[config.mk]
export PLATFORM = sky130hd
export DESIGN_NAME = patch_control_unit
export DESIGN_NICKNAME = d
export VERILOG_FILES = /design/src/rtl/patch_ctrl_pkg.sv /design/src/rtl/patch_trigger_match.sv /design/src/rtl/patch_control_unit.sv
export SDC_FILE = /design/constraint.sdc
export NUM_CORES = 1
export LEC_CHECK = 0
export ABC_AREA = 1
export CAP_MARGIN = 20
export CORE_ASPECT_RATIO = 0.5
export CORE_UTILIZATION = 35
export DETAILED_ROUTE_END_ITERATION = 10
export SETUP_SLACK_MARGIN = 0.1
export SLEW_MARGIN = 10
export SYNTH_ARGS = -nofsm -noshare
export SYNTH_HDL_FRONTEND = slang
export SYNTH_SLANG_ARGS = --single-unit
[constraint.sdc]
create_clock -name clk -period 3.1 [get_ports clk]
set_clock_uncertainty 0.15 [all_clocks]
set_input_delay 0.93 -clock clk [delete_from_list [all_inputs] [get_ports clk]]
set_output_delay 0.93 -clock clk [all_outputs]
set_load 0.01 [all_outputs]
[src/rtl/patch_ctrl_pkg.sv]
// Shared types and constants for the patch control unit: FSM state encoding,
// register map, CTRL bit positions and the counter width.
package patch_ctrl_pkg;

    localparam int CNT_W = 16;

    typedef enum logic [1:0] {
        ST_IDLE  = 2'd0,
        ST_ARMED = 2'd1,
        ST_PATCH = 2'd2,
        ST_DONE  = 2'd3
    } state_e;

    localparam logic [2:0] ADDR_CTRL        = 3'd0;
    localparam logic [2:0] ADDR_OBS_MASK    = 3'd1;
    localparam logic [2:0] ADDR_OBS_VALUE   = 3'd2;
    localparam logic [2:0] ADDR_MATCH_COUNT = 3'd3;
    localparam logic [2:0] ADDR_OVR_MASK    = 3'd4;
    localparam logic [2:0] ADDR_OVR_VALUE   = 3'd5;
    localparam logic [2:0] ADDR_HOLD_CYCLES = 3'd6;

    localparam int CTRL_ENABLE_BIT  = 0;
    localparam int CTRL_CLEAR_BIT   = 1;
    localparam int CTRL_ONESHOT_BIT = 2;

endpackage

[src/rtl/patch_trigger_match.sv]
// Masked observe-bus compare plus a consecutive-match run counter; pulses
// fire on the cycle that completes the programmed run length.
module patch_trigger_match
    import patch_ctrl_pkg::*;
#(
    parameter int OBS_W = 5
) (
    input  logic             clk,
    input  logic             rst_n,
    input  logic [OBS_W-1:0] observe,
    input  logic [OBS_W-1:0] obs_mask,
    input  logic [OBS_W-1:0] obs_value,
    input  logic [CNT_W-1:0] match_count,
    input  logic             clr,
    output logic             fire
);

    logic [CNT_W-1:0] run_q, run_d;
    logic [CNT_W-1:0] target;
    logic             match;

    // NOTE: every signal assigned here gets a default first, so no latch can be inferred.
    always_comb begin
        match  = ((observe ^ obs_value) & obs_mask) == '0;
        target = (match_count == '0) ? CNT_W'(1) : match_count;
        fire   = 1'b0;
        run_d  = '0;
        if (!clr && match) begin
            if (run_q == target - CNT_W'(1)) fire = 1'b1;
            else                             run_d = run_q + CNT_W'(1);
        end
    end

    // NOTE: flops use <= so every register samples pre-edge values regardless of block order.
    always_ff @(posedge clk) begin
        if (!rst_n) run_q <= '0;
        else        run_q <= run_d;
    end

endmodule

[src/rtl/patch_control_unit.sv]
// Patch endpoint: passes control_port_in through, and overrides masked bits for
// a programmed time once the observe-bus trigger has matched N cycles in a row.
module patch_control_unit
    import patch_ctrl_pkg::*;
#(
    parameter int OBS_W  = 5,
    parameter int CTRL_W = 8
) (
    input  logic              clk,
    input  logic              rst_n,
    input  logic [OBS_W-1:0]  observe_port,
    input  logic [CTRL_W-1:0] control_port_in,
    output logic [CTRL_W-1:0] control_port_out,
    input  logic              cfg_valid,
    output logic              cfg_ready,
    input  logic [2:0]        cfg_addr,
    input  logic [31:0]       cfg_data,
    output logic              patch_active,
    output logic [7:0]        hit_count,
    output logic [1:0]        fsm_state
);

    state_e            state_q, state_d;
    logic [OBS_W-1:0]  obs_mask_q, obs_mask_d, obs_value_q, obs_value_d;
    logic [CNT_W-1:0]  match_count_q, match_count_d, hold_cycles_q, hold_cycles_d;
    logic [CNT_W-1:0]  hold_cnt_q, hold_cnt_d;
    logic [CTRL_W-1:0] ovr_mask_q, ovr_mask_d, ovr_value_q, ovr_value_d;
    logic              oneshot_q, oneshot_d, patch_active_q, patch_active_d;
    logic [7:0]        hit_count_q, hit_count_d;
    logic              cfg_fire, ctrl_wr, kill, match_clr, fire;
    logic [CTRL_W-1:0] ovr_m;
    logic              unused_cfg_bits;

    assign unused_cfg_bits = ^cfg_data;

    // Kill covers both disable and clear; it outranks trigger and hold expiry.
    always_comb begin
        cfg_ready = rst_n && ((state_q == ST_IDLE) || (cfg_addr == ADDR_CTRL));
        cfg_fire  = cfg_valid && cfg_ready;
        ctrl_wr   = cfg_fire && (cfg_addr == ADDR_CTRL);
        kill      = ctrl_wr && (cfg_data[CTRL_CLEAR_BIT] || !cfg_data[CTRL_ENABLE_BIT]);
        match_clr = (state_q != ST_ARMED) || kill;
    end

    patch_trigger_match #(.OBS_W(OBS_W)) u_match (
        .clk         (clk),
        .rst_n       (rst_n),
        .observe     (observe_port),
        .obs_mask    (obs_mask_q),
        .obs_value   (obs_value_q),
        .match_count (match_count_q),
        .clr         (match_clr),
        .fire        (fire)
    );

    always_comb begin
        state_d       = state_q;
        hold_cnt_d    = '0;
        hit_count_d   = hit_count_q;
        obs_mask_d    = obs_mask_q;
        obs_value_d   = obs_value_q;
        match_count_d = match_count_q;
        ovr_mask_d    = ovr_mask_q;
        ovr_value_d   = ovr_value_q;
        hold_cycles_d = hold_cycles_q;
        oneshot_d     = oneshot_q;

        if (cfg_fire) begin
            case (cfg_addr)
                ADDR_CTRL:        oneshot_d     = cfg_data[CTRL_ONESHOT_BIT];
                ADDR_OBS_MASK:    obs_mask_d    = cfg_data[OBS_W-1:0];
                ADDR_OBS_VALUE:   obs_value_d   = cfg_data[OBS_W-1:0];
                ADDR_MATCH_COUNT: match_count_d = cfg_data[CNT_W-1:0];
                ADDR_OVR_MASK:    ovr_mask_d    = cfg_data[CTRL_W-1:0];
                ADDR_OVR_VALUE:   ovr_value_d   = cfg_data[CTRL_W-1:0];
                ADDR_HOLD_CYCLES: hold_cycles_d = cfg_data[CNT_W-1:0];
                default: ;
            endcase
        end

        case (state_q)
            ST_IDLE: begin
                if (ctrl_wr && cfg_data[CTRL_ENABLE_BIT]) state_d = ST_ARMED;
            end
            ST_ARMED: begin
                if (fire) begin
                    state_d = ST_PATCH;
                    if (hit_count_q != 8'hFF) hit_count_d = hit_count_q + 8'd1;
                end
            end
            ST_PATCH: begin
                // A zero hold count never expires; the override stays until disabled.
                if (hold_cycles_q != '0) begin
                    if (hold_cnt_q == hold_cycles_q - CNT_W'(1))
                        state_d = oneshot_q ? ST_DONE : ST_ARMED;
                    else
                        hold_cnt_d = hold_cnt_q + CNT_W'(1);
                end
            end
            default: ;
        endcase

        if (kill) begin
            state_d    = ST_IDLE;
            hold_cnt_d = '0;
        end
        if (ctrl_wr && cfg_data[CTRL_CLEAR_BIT]) hit_count_d = '0;

        patch_active_d = (state_d == ST_PATCH);
    end

    always_ff @(posedge clk) begin
        if (!rst_n) begin
            state_q        <= ST_IDLE;
            hold_cnt_q     <= '0;
            hit_count_q    <= '0;
            obs_mask_q     <= '0;
            obs_value_q    <= '0;
            match_count_q  <= '0;
            ovr_mask_q     <= '0;
            ovr_value_q    <= '0;
            hold_cycles_q  <= '0;
            oneshot_q      <= 1'b0;
            patch_active_q <= 1'b0;
        end else begin
            state_q        <= state_d;
            hold_cnt_q     <= hold_cnt_d;
            hit_count_q    <= hit_count_d;
            obs_mask_q     <= obs_mask_d;
            obs_value_q    <= obs_value_d;
            match_count_q  <= match_count_d;
            ovr_mask_q     <= ovr_mask_d;
            ovr_value_q    <= ovr_value_d;
            hold_cycles_q  <= hold_cycles_d;
            oneshot_q      <= oneshot_d;
            patch_active_q <= patch_active_d;
        end
    end

    always_comb begin
        ovr_m            = patch_active_q ? ovr_mask_q : '0;
        control_port_out = (control_port_in & ~ovr_m) | (ovr_value_q & ovr_m);
        patch_active     = patch_active_q;
        hit_count        = hit_count_q;
        fsm_state        = state_q;
    end

endmodule

After elaboration in Yosys (flattened, before gate mapping)
Index checks and enable logic that the tools add are counted.
Storage, ports and cells
  input port bits: 51
  flip-flop bits (word level): 102
Cells by class
  reduce and logical (&&, ||, !) cells: 28
  eq/ne operators: 13
  add/subtract/negate cells: 5
  multiplexer cells: 11
  bitwise gates (word level): 10
Operators by type and width (count)
  adder 16 x 1 -> 16 bit, second input constant: 2
  equality test 16 bit: 2
  subtractor 16 x 1 -> 16 bit, second input constant: 2
  AND 8 bit: 2
  zero test 16 bit: 1
  2-to-1 mux 16 bit: 1
  nonzero test 16 bit: 1
  AND reduction 2 bit: 7
  2-to-1 mux 2 bit: 6
  equality test 3 bit, second input constant: 3
  adder 8 x 1 -> 8 bit, second input constant: 1
  2-to-1 mux 8 bit: 1
  != test 8 bit, second input constant: 1
  inverter 8 bit: 1
  OR 8 bit: 1
  logical AND 1 bit: 7
  equality test 3 x 2 -> 1 bit, second input constant: 2
  case mux 2 bit (3 select lines): 1
  AND 5 bit: 1
  zero test 5 bit: 1
  OR reduction 5 bit: 1
  XOR 5 bit: 1
  equality test 2 bit, second input constant: 2
  inverter 1 bit: 4
  other kinds (11): 15

Logic depth before layout (Yosys ltp)
Gate-level depths: netlist of the first run.
  depth after elaboration: 14
  mapped depth: 22
  depth with buffers taken out: 21

Cells and area by module
Synthesis of the first run repeated with hierarchy kept, for this count alone.
Second synthesis, totals
  cell total of the unflattened synthesis: 890
  area, all modules: 6029.5 sq um
By module, submodules not included
  patch_control_unit: cells each 613, sequential area each 1721.7 sq um, area each 4341.7 sq um, times used 1
  patch_trigger_match: cells each 277, sequential area each 320.3 sq um, area each 1687.9 sq um, times used 1

Worst setup path before layout of the first run
No wires, ideal clock.
  kind: flip-flop to flip-flop
  from: reg match_count_q[2]
  to: reg u_match.run_q[14]
  data required time: 2836 ps
  path buffers: 2
  library setup time: 114 ps
  slack: 397 ps
  arrival: 2438 ps
  cell stages (with the launch flop): 20
  cells stage by stage: dfxtp_1 > nor2_1 > nand2_1 > nor2_1 > nand2_1 > buf_6 > nand2_1 > inv_1 > ha_1 > nand2_1 > inv_1 > nand2_1 > xnor3_1 > nor2_1 > nand2_1 > nor2_2 > nand3_2 > nand3_2 > buf_4 > nor2_1
On the way
  longest elaborated chain between the ends: 5
RTL lines
  from (decl): line patch_control_unit.sv:25  | logic [CNT_W-1:0] match_count_q, match_count_d, hold_cycles_q, hold_cycles_d;
  from (signal assigned): line patch_control_unit.sv:131  | match_count_q <= match_count_d;
  zero test 16 bit: line patch_trigger_match.sv:25  | target = (match_count == '0) ? CNT_W'(1) : match_count;
  2-to-1 mux 16 bit (*): line patch_trigger_match.sv:25
  subtractor 16 x 1 -> 16 bit (*): line patch_trigger_match.sv:29  | if (run_q == target - CNT_W'(1)) fire = 1'b1;
  equality test 16 bit (*): line patch_trigger_match.sv:29
  OR reduction 3 bit (no line) (*)
  to (signal assigned): line patch_trigger_match.sv:37  | else run_q <= run_d;
  to (decl): line patch_trigger_match.sv:18  | logic [CNT_W-1:0] run_q, run_d;
Mark *: on every way between the ends. The rest lies on a longest branch, timed or not.
A chain may end at the register's enable or synchronous reset.

Final worst setup path of the first run
  from: in control_port_in[6]
  to: out control_port_out[6]
On the way
  longest elaborated chain between the ends: 2
RTL lines
  from (decl): line patch_control_unit.sv:12  | input logic [CTRL_W-1:0] control_port_in,
  AND 8 bit: line patch_control_unit.sv:142  | control_port_out = (control_port_in & ~ovr_m) | (ovr_value_q & ovr_m);
  OR 8 bit: line patch_control_unit.sv:142
  to (decl): line patch_control_unit.sv:13  | output logic [CTRL_W-1:0] control_port_out,
No other way between the ends.

==> qor.yml, run 1 <==
yosys:
  syn_inst: 814
  synth_seq_cells: 102
  seq_area_frac_synth_pct: 37.43
  synth_nets: 870
  syn-cell-area_um2: 5455
  synth_cell_type_count: 36
  yosysWarnings: 0
  avgSynthCellArea_um2: 6.702
  synth-main-ff-cell: "dfxtp_1"
  async_flop_share_pct: 0
  synth-edff-count: 0
power:
  vdd_drop_max_uv: 319.4
  comb_power_share_pct: 17.0
  switchingPower_mw: 0.8493
  p_clk_share_pct: 37.4
  internal_power_mw: 2.087
  powerDensity_nw_per_um2: 433.3
  power_mw: 2.936
  swShare_pct: 28.93
  sequentialPowerShare_pct: 45.5
  leakagePower_nw: 2.820
critical_path:
  startpoint_type: "input port"
  required_ns: 2.02
  cp-end-kind: "output port"
  cp_max_fo: 1
  worst-setup-path-type: "input port to output port"
  crit_arrival_ns: 1.86
final_layout:
  area_growth_pct: 24.20
  stdcell_count: 1090
  design_area_um2: 6775
  layout.nets: 943
  antenna_cells: 0
  regArea_um2: 2047
  postLayoutCoreUtil_pct: 45.61
  fill_cells: 1497
  multiInputGateArea_um2: 3019
  drive_gt1_share_pct: 8.632
route:
  post_drt_via_cell_ratio: 4.771
  drt_wl_total_mm: 13.90
  wl_met1_mm: 7.232
  drtAntennaViolNets: 0
  vias: 5200
  dr_wl_met3_um: 472
  wl_met2_mm: 6.089
  drt_iter0_drc: 445
  drtPass1Iterations: 4
  highest_layer: "met4"
  avgRoutedWirePerCell_um: 12.75
  route.detailed.drc: 0
timing:
  whs_ns: 0.3118
  setup_tns_ns: 0
  setup_viol: 0
  drv_slew: 0
  tightest_slew_ns: 0.5045
  fmax_mhz: 340.0
  post-route-worst-setup-slack_ns: 0.1592
  finalCriticalPeriod_ns: 2.941
  hold_viol: 0
  slew_headroom_pct: 66.11
  finalCritPeriodShare_pct: 94.87
  rsz0062_at_grt: "false"
clocking:
  cts-root-buf: "clkbuf_16"
  h-tree-depth: 3
  tritoncts: "done"
  clockBufferDepth: 2
  path_clk_slew_ns: 0.08
  cts.sinks: 102
  postCtsHoldBufs: 0
  cts_inserted_buffers: 9
  worstSkewPairLatency_ns: 0.35
grt:
  grt_usage_pct: 18.24
  grt_first_pass_wirelength_mm: 23.52
  grt_max_degree: 47
  grt_antenna_before_repair: 0
  grt_pass1_vias: 4831
  overflow: 0
placed_design:
  post-place-ws_ns: -0.2707
  dp_cells: 1070
  gp_congestion: 0.8657
  dpl.hpwl_mm: 10.54
  io_buffers: 54
  placed_area_um2: 6391
die:
  pin_count: 71
  die_area_um2: 16120
  rows: 31
  initial_utilization_pct: 36.72
  die_width_um: 178.6
  fp.coreArea_um2: 14860
  die_h_um: 90.28
run_status:
  status: "completed"
run:
  drv_cap: 0
hold_path:
  hp-class: "flip-flop to flip-flop"
[synth_stat cells (2+ instances only)]
cell type  count  share of area [%]
inv_2          2               0.14
nor2_2         2               0.23
dfxtp_1      102                 37
nor2_4         2               0.41
xor2_1        27                4.3
nand2_1      143                9.8
ha_1           5                1.1
nand3_1       48                4.4
a31oi_1        8               0.92
nor3b_1        6               0.83
nor3_1        11                1.0
nand4_1       12                1.4
a21oi_1       90                8.3
nor2_1       134                9.2
or2_2          3               0.34
nor4_1         3               0.34
inv_1        101                6.9
xnor2_1       21                3.4
clkinv_1       3               0.21
nand3b_1       5               0.69
nand3_2        2               0.37
clkbuf_1      16                1.1
o21ai_0       55                5.0
[kinds of logic after synthesis]
| kind of cell | after synthesis | share of synthesized area, % |
|---|---|---|
| flip-flops | 102 | 37.43 |
| buffers and inverters | 125 | 8.830 |
| XOR/XNOR | 49 | 8.119 |
| AND/OR/NAND/NOR | 375 | 29.63 |
| AO/OA/AOI/OAI | 158 | 14.84 |
| adder cells (fa/ha/maj) | 5 | 1.147 |
[worst max-delay path: stages]
cell             delay, ns
clkdlybuf4s50_1       0.47
a21oi_1               0.04
a31oi_1               0.15
clkdlybuf4s15_1       0.26
[final cells by class]
cell class / count / area share [%]
clock inverter: 7 / 0.8126
clock buffer: 9 / 3.324
tap: 198 / 3.657
multi-input combinational: 587 / 44.56
sequential: 102 / 30.21
inverter: 106 / 5.873
timing repair buffer: 81 / 11.56
[cell usage in the layout, fill, tap and decap left out, types with 4 or more instances in the layout]
| master | n |
|---|---|
| inv_1 | 101 |
| xnor2_1 | 21 |
| dfxtp_1 | 98 |
| a21oi_1 | 87 |
| a31oi_1 | 8 |
| clkdlybuf4s50_1 | 44 |
| nor2_4 | 4 |
| dfxtp_2 | 4 |
| xor2_1 | 27 |
| buf_12 | 4 |
| nand4_1 | 12 |
| o21ai_0 | 54 |
| nor2_2 | 7 |
| ha_1 | 4 |
| nand3_1 | 44 |
| nor3b_1 | 6 |
| nor2_1 | 127 |
| nor3_1 | 11 |
| nand3b_1 | 5 |
| clkbuf_16 | 9 |
| nand3_2 | 6 |
| buf_4 | 23 |
| nand2_1 | 142 |
| dlygate4sd2_1 | 6 |
[power by group through the flow]
stage	logic (mW)	clock network [mW]	registers, mW
finish	0.500	1.10	1.34
floorplan	0.324	0	1.36
CTS	0.478	1.13	1.34
global route	0.567	1.18	1.34
detailed placement	0.479	0	1.37
global placement	0.476	0	1.37
[what timing repair did]
item                                    in CTS  in global routing
setup buffers                                0                  4
endpoints found under the setup margin      10                 30
gates resized for setup                     14                 26
pin swaps                                    1                 10
cloned                                       0                  0
[layer usage]
metal  vias to the layer above  global-route usage [%]
met5                         -                       0
met4                         0                   3.390
met3                        10                   3.577
met2                        66                   28.52
met1                      2352                   25.97
li1                       2772                       -
[final timing paths]
check	endpoint	cells past startpoint	slack (ns)	from
worst min-delay path	ovr_value_q[7]$_SDFFE_PN0P_	2	0.31	ovr_value_q[7]$_SDFFE_PN0P_
worst max register to register	hit_count[3]$_SDFFE_PP0P_	18	0.33	match_count_q[9]$_SDFFE_PN0P_
worst max-delay path	control_port_out[6]	4	0.16	control_port_in[6]
worst min register to register	ovr_value_q[7]$_SDFFE_PN0P_	2	0.31	ovr_value_q[7]$_SDFFE_PN0P_
[registers in the layout (all words and copies together), names as in the netlist]
register       flops
patch_active       1
match_count_q     16
oneshot_q          1
hold_cnt_q        16
ovr_value_q        8
fsm_state          2
hold_cycles_q     16
obs_value_q        5
hit_count          8
ovr_mask_q         8
obs_mask_q         5
u_match.run_q     16
No activity file was read; power rests on OpenSTA's default activity.
==> run 2, diff against run 1 <==
TNS_END_PERCENT = 5   (was default)
==> run 2 against run 1 <==
Against the previous run: power decreased by 0.13%; cell area fell by 0.17%; via count rose by 0.17%; clock power about the same; worst setup slack got worse by 0.019 ns; non-clock buffer count unchanged; flip-flop and latch count unchanged; sequential power hardly changed; critical path depth is the same; global-route usage stayed put; wire length down 0.19%; register-to-register slack barely moved; critical path type unchanged.
==> qor.yml, run 2 (synthesis gave the netlist of run 1 again) <==
die:
  rows: 31
  die_width_um: 178.6
  initial_utilization_pct: 36.72
  die_h_um: 90.28
  pin_count: 71
  die_area_um2: 16120
  fp.coreArea_um2: 14860
critical_path:
  worst-setup-path-type: "input port to output port"
  cp_top_family: "buffers and inverters"
  cp_max_fo: 1
  startpoint_type: "input port"
  cp-end-kind: "output port"
  path_buf_inv: 2
  crit_chain: "clkdlybuf4s50_1 > a21oi_1 > a31oi_1 > dlygate4sd2_1"
  crit_arrival_ns: 1.88
  cpMaxStageDelayCell: "clkdlybuf4s50_1"
  required_ns: 2.02
  cpPeakStageDelay_ns: 0.47
timing:
  drv_slew: 0
  finalCritPeriodShare_pct: 95.48
  post-route-worst-setup-slack_ns: 0.1401
  tightest_slew_ns: 0.5295
  slew_headroom_pct: 64.61
  rsz0062_at_grt: "true"
  setup_viol: 0
  finalCriticalPeriod_ns: 2.960
  fmax_mhz: 337.8
  hold_viol: 0
grt:
  grt_usage_pct: 18.24
  overflow: 0
  grt_max_degree: 47
  grt_antenna_before_repair: 0
  grt_pass1_vias: 4831
  grt_first_pass_wirelength_mm: 23.52
clocking:
  cts-root-buf: "clkbuf_16"
  clockBufferDepth: 2
  tritoncts: "done"
  path_clk_slew_ns: 0.08
  postCtsHoldBufs: 0
  h-tree-depth: 3
  cts_inserted_buffers: 9
  cts.sinks: 102
  worstSkewPairLatency_ns: 0.35
final_layout:
  mostFrequentLayoutCells: "142 x nand2_1, 128 x nor2_1, 101 x inv_1"
  drive_gt1_share_pct: 8.408
  antenna_cells: 0
  layout_commonest_cell: "nand2_1"
  layout.nets: 943
  area_growth_pct: 23.99
  stdcell_count: 1090
route:
  vias: 5209
  drtAntennaViolNets: 0
  route.detailed.drc: 0
  drt_iter0_drc: 410
  post_drt_via_cell_ratio: 4.779
  drt_wl_total_mm: 13.88
  avgRoutedWirePerCell_um: 12.73
  drtPass1Iterations: 5
run_status:
  status: "completed"
placed_design:
  dpl.hpwl_mm: 10.54
  io_buffers: 54
  gp_congestion: 0.8657
  post-place-ws_ns: -0.2707
  dp_cells: 1070
power:
  vdd_drop_max_uv: 321.6
  powerDensity_nw_per_um2: 433.5
  leakagePower_nw: 2.811
hold_path:
  hp-class: "flip-flop to flip-flop"
run:
  drv_cap: 0
[run 2: routing by layer]
| layer | part of all wire, % | global-route usage, % |
|---|---|---|
| met3 | 4.1 | 3.577 |
| met2 | 44 | 28.52 |
| met1 | 51 | 25.97 |
| met5 | 0 | 0 |
| met4 | 0.77 | 3.390 |
[run 2: worst register-to-register path, delay by kind of cell (launching register included)]
family	cells	cell delay, ns
buffers and inverters	2	0.14
xor gates and xnor gates	1	0.25
adders and majority gates	1	0.19
and+or+nand+nor	13	1.54
AOI/OAI and AO/OA	1	0.14
DFF	1	0.32
[run 2: path summary, 6_finish.rpt]
kind | slack (ns) | cells after the start | start | to
setup / recovery | 0.14 | 4 | control_port_in[6] | control_port_out[6]
hold / removal | 0.31 | 2 | ovr_value_q[7]$_SDFFE_PN0P_ | ovr_value_q[7]$_SDFFE_PN0P_
setup reg to reg | 0.32 | 18 | match_count_q[9]$_SDFFE_PN0P_ | hit_count[3]$_SDFFE_PP0P_
hold reg to reg | 0.31 | 2 | ovr_value_q[7]$_SDFFE_PN0P_ | ovr_value_q[7]$_SDFFE_PN0P_
[run 2: layout make-up]
class                   instances  area [um2]
clock buffers                   9       225.2
clock inverters                 7       55.05
fillers                      1499        8092
inverters                     106       397.9
multi-input cells             587        3013
flip-flops and latches        102        2047
well taps                     198       247.7
repair buffers                 81       778.2
[run 2: stage by stage]
step	total power, mW	hold slack (ns)	utilization (%)	cell area (um2)	setup TNS, ns
3_3_place_gp	1.842	0.2895	43.02	6391	-1.131
5_1_grt	3.088	0.3317	45.53	6764	0
6_report	2.932	0.3111	45.53	6764	0
3_5_place_dp	1.845	0.3017	43.02	6391	-1.274
2_1_floorplan	1.687	0.2791	-	5455	0
4_1_cts	2.941	0.3127	44.82	6659	0
[run 2: what timing repair did]
| action | in CTS | in global routing |
|---|---|---|
| buffers inserted | 0 | 4 |
| endpoints found under the setup margin | 10 | 30 |
| pin swaps | 0 | 6 |
| gates resized for setup | 13 | 22 |
[run 2: where the power goes]
| part | internal (mW) | total, mW | switching [mW] | leakage, nW |
|---|---|---|---|---|
| Sequential | 1.32 | 1.34 | 0.0123 | 0.825 |
| Clock | 0.554 | 1.10 | 0.542 | 0.133 |
| Combinational | 0.207 | 0.499 | 0.292 | 1.85 |
| Total | 2.09 | 2.93 | 0.846 | 2.81 |
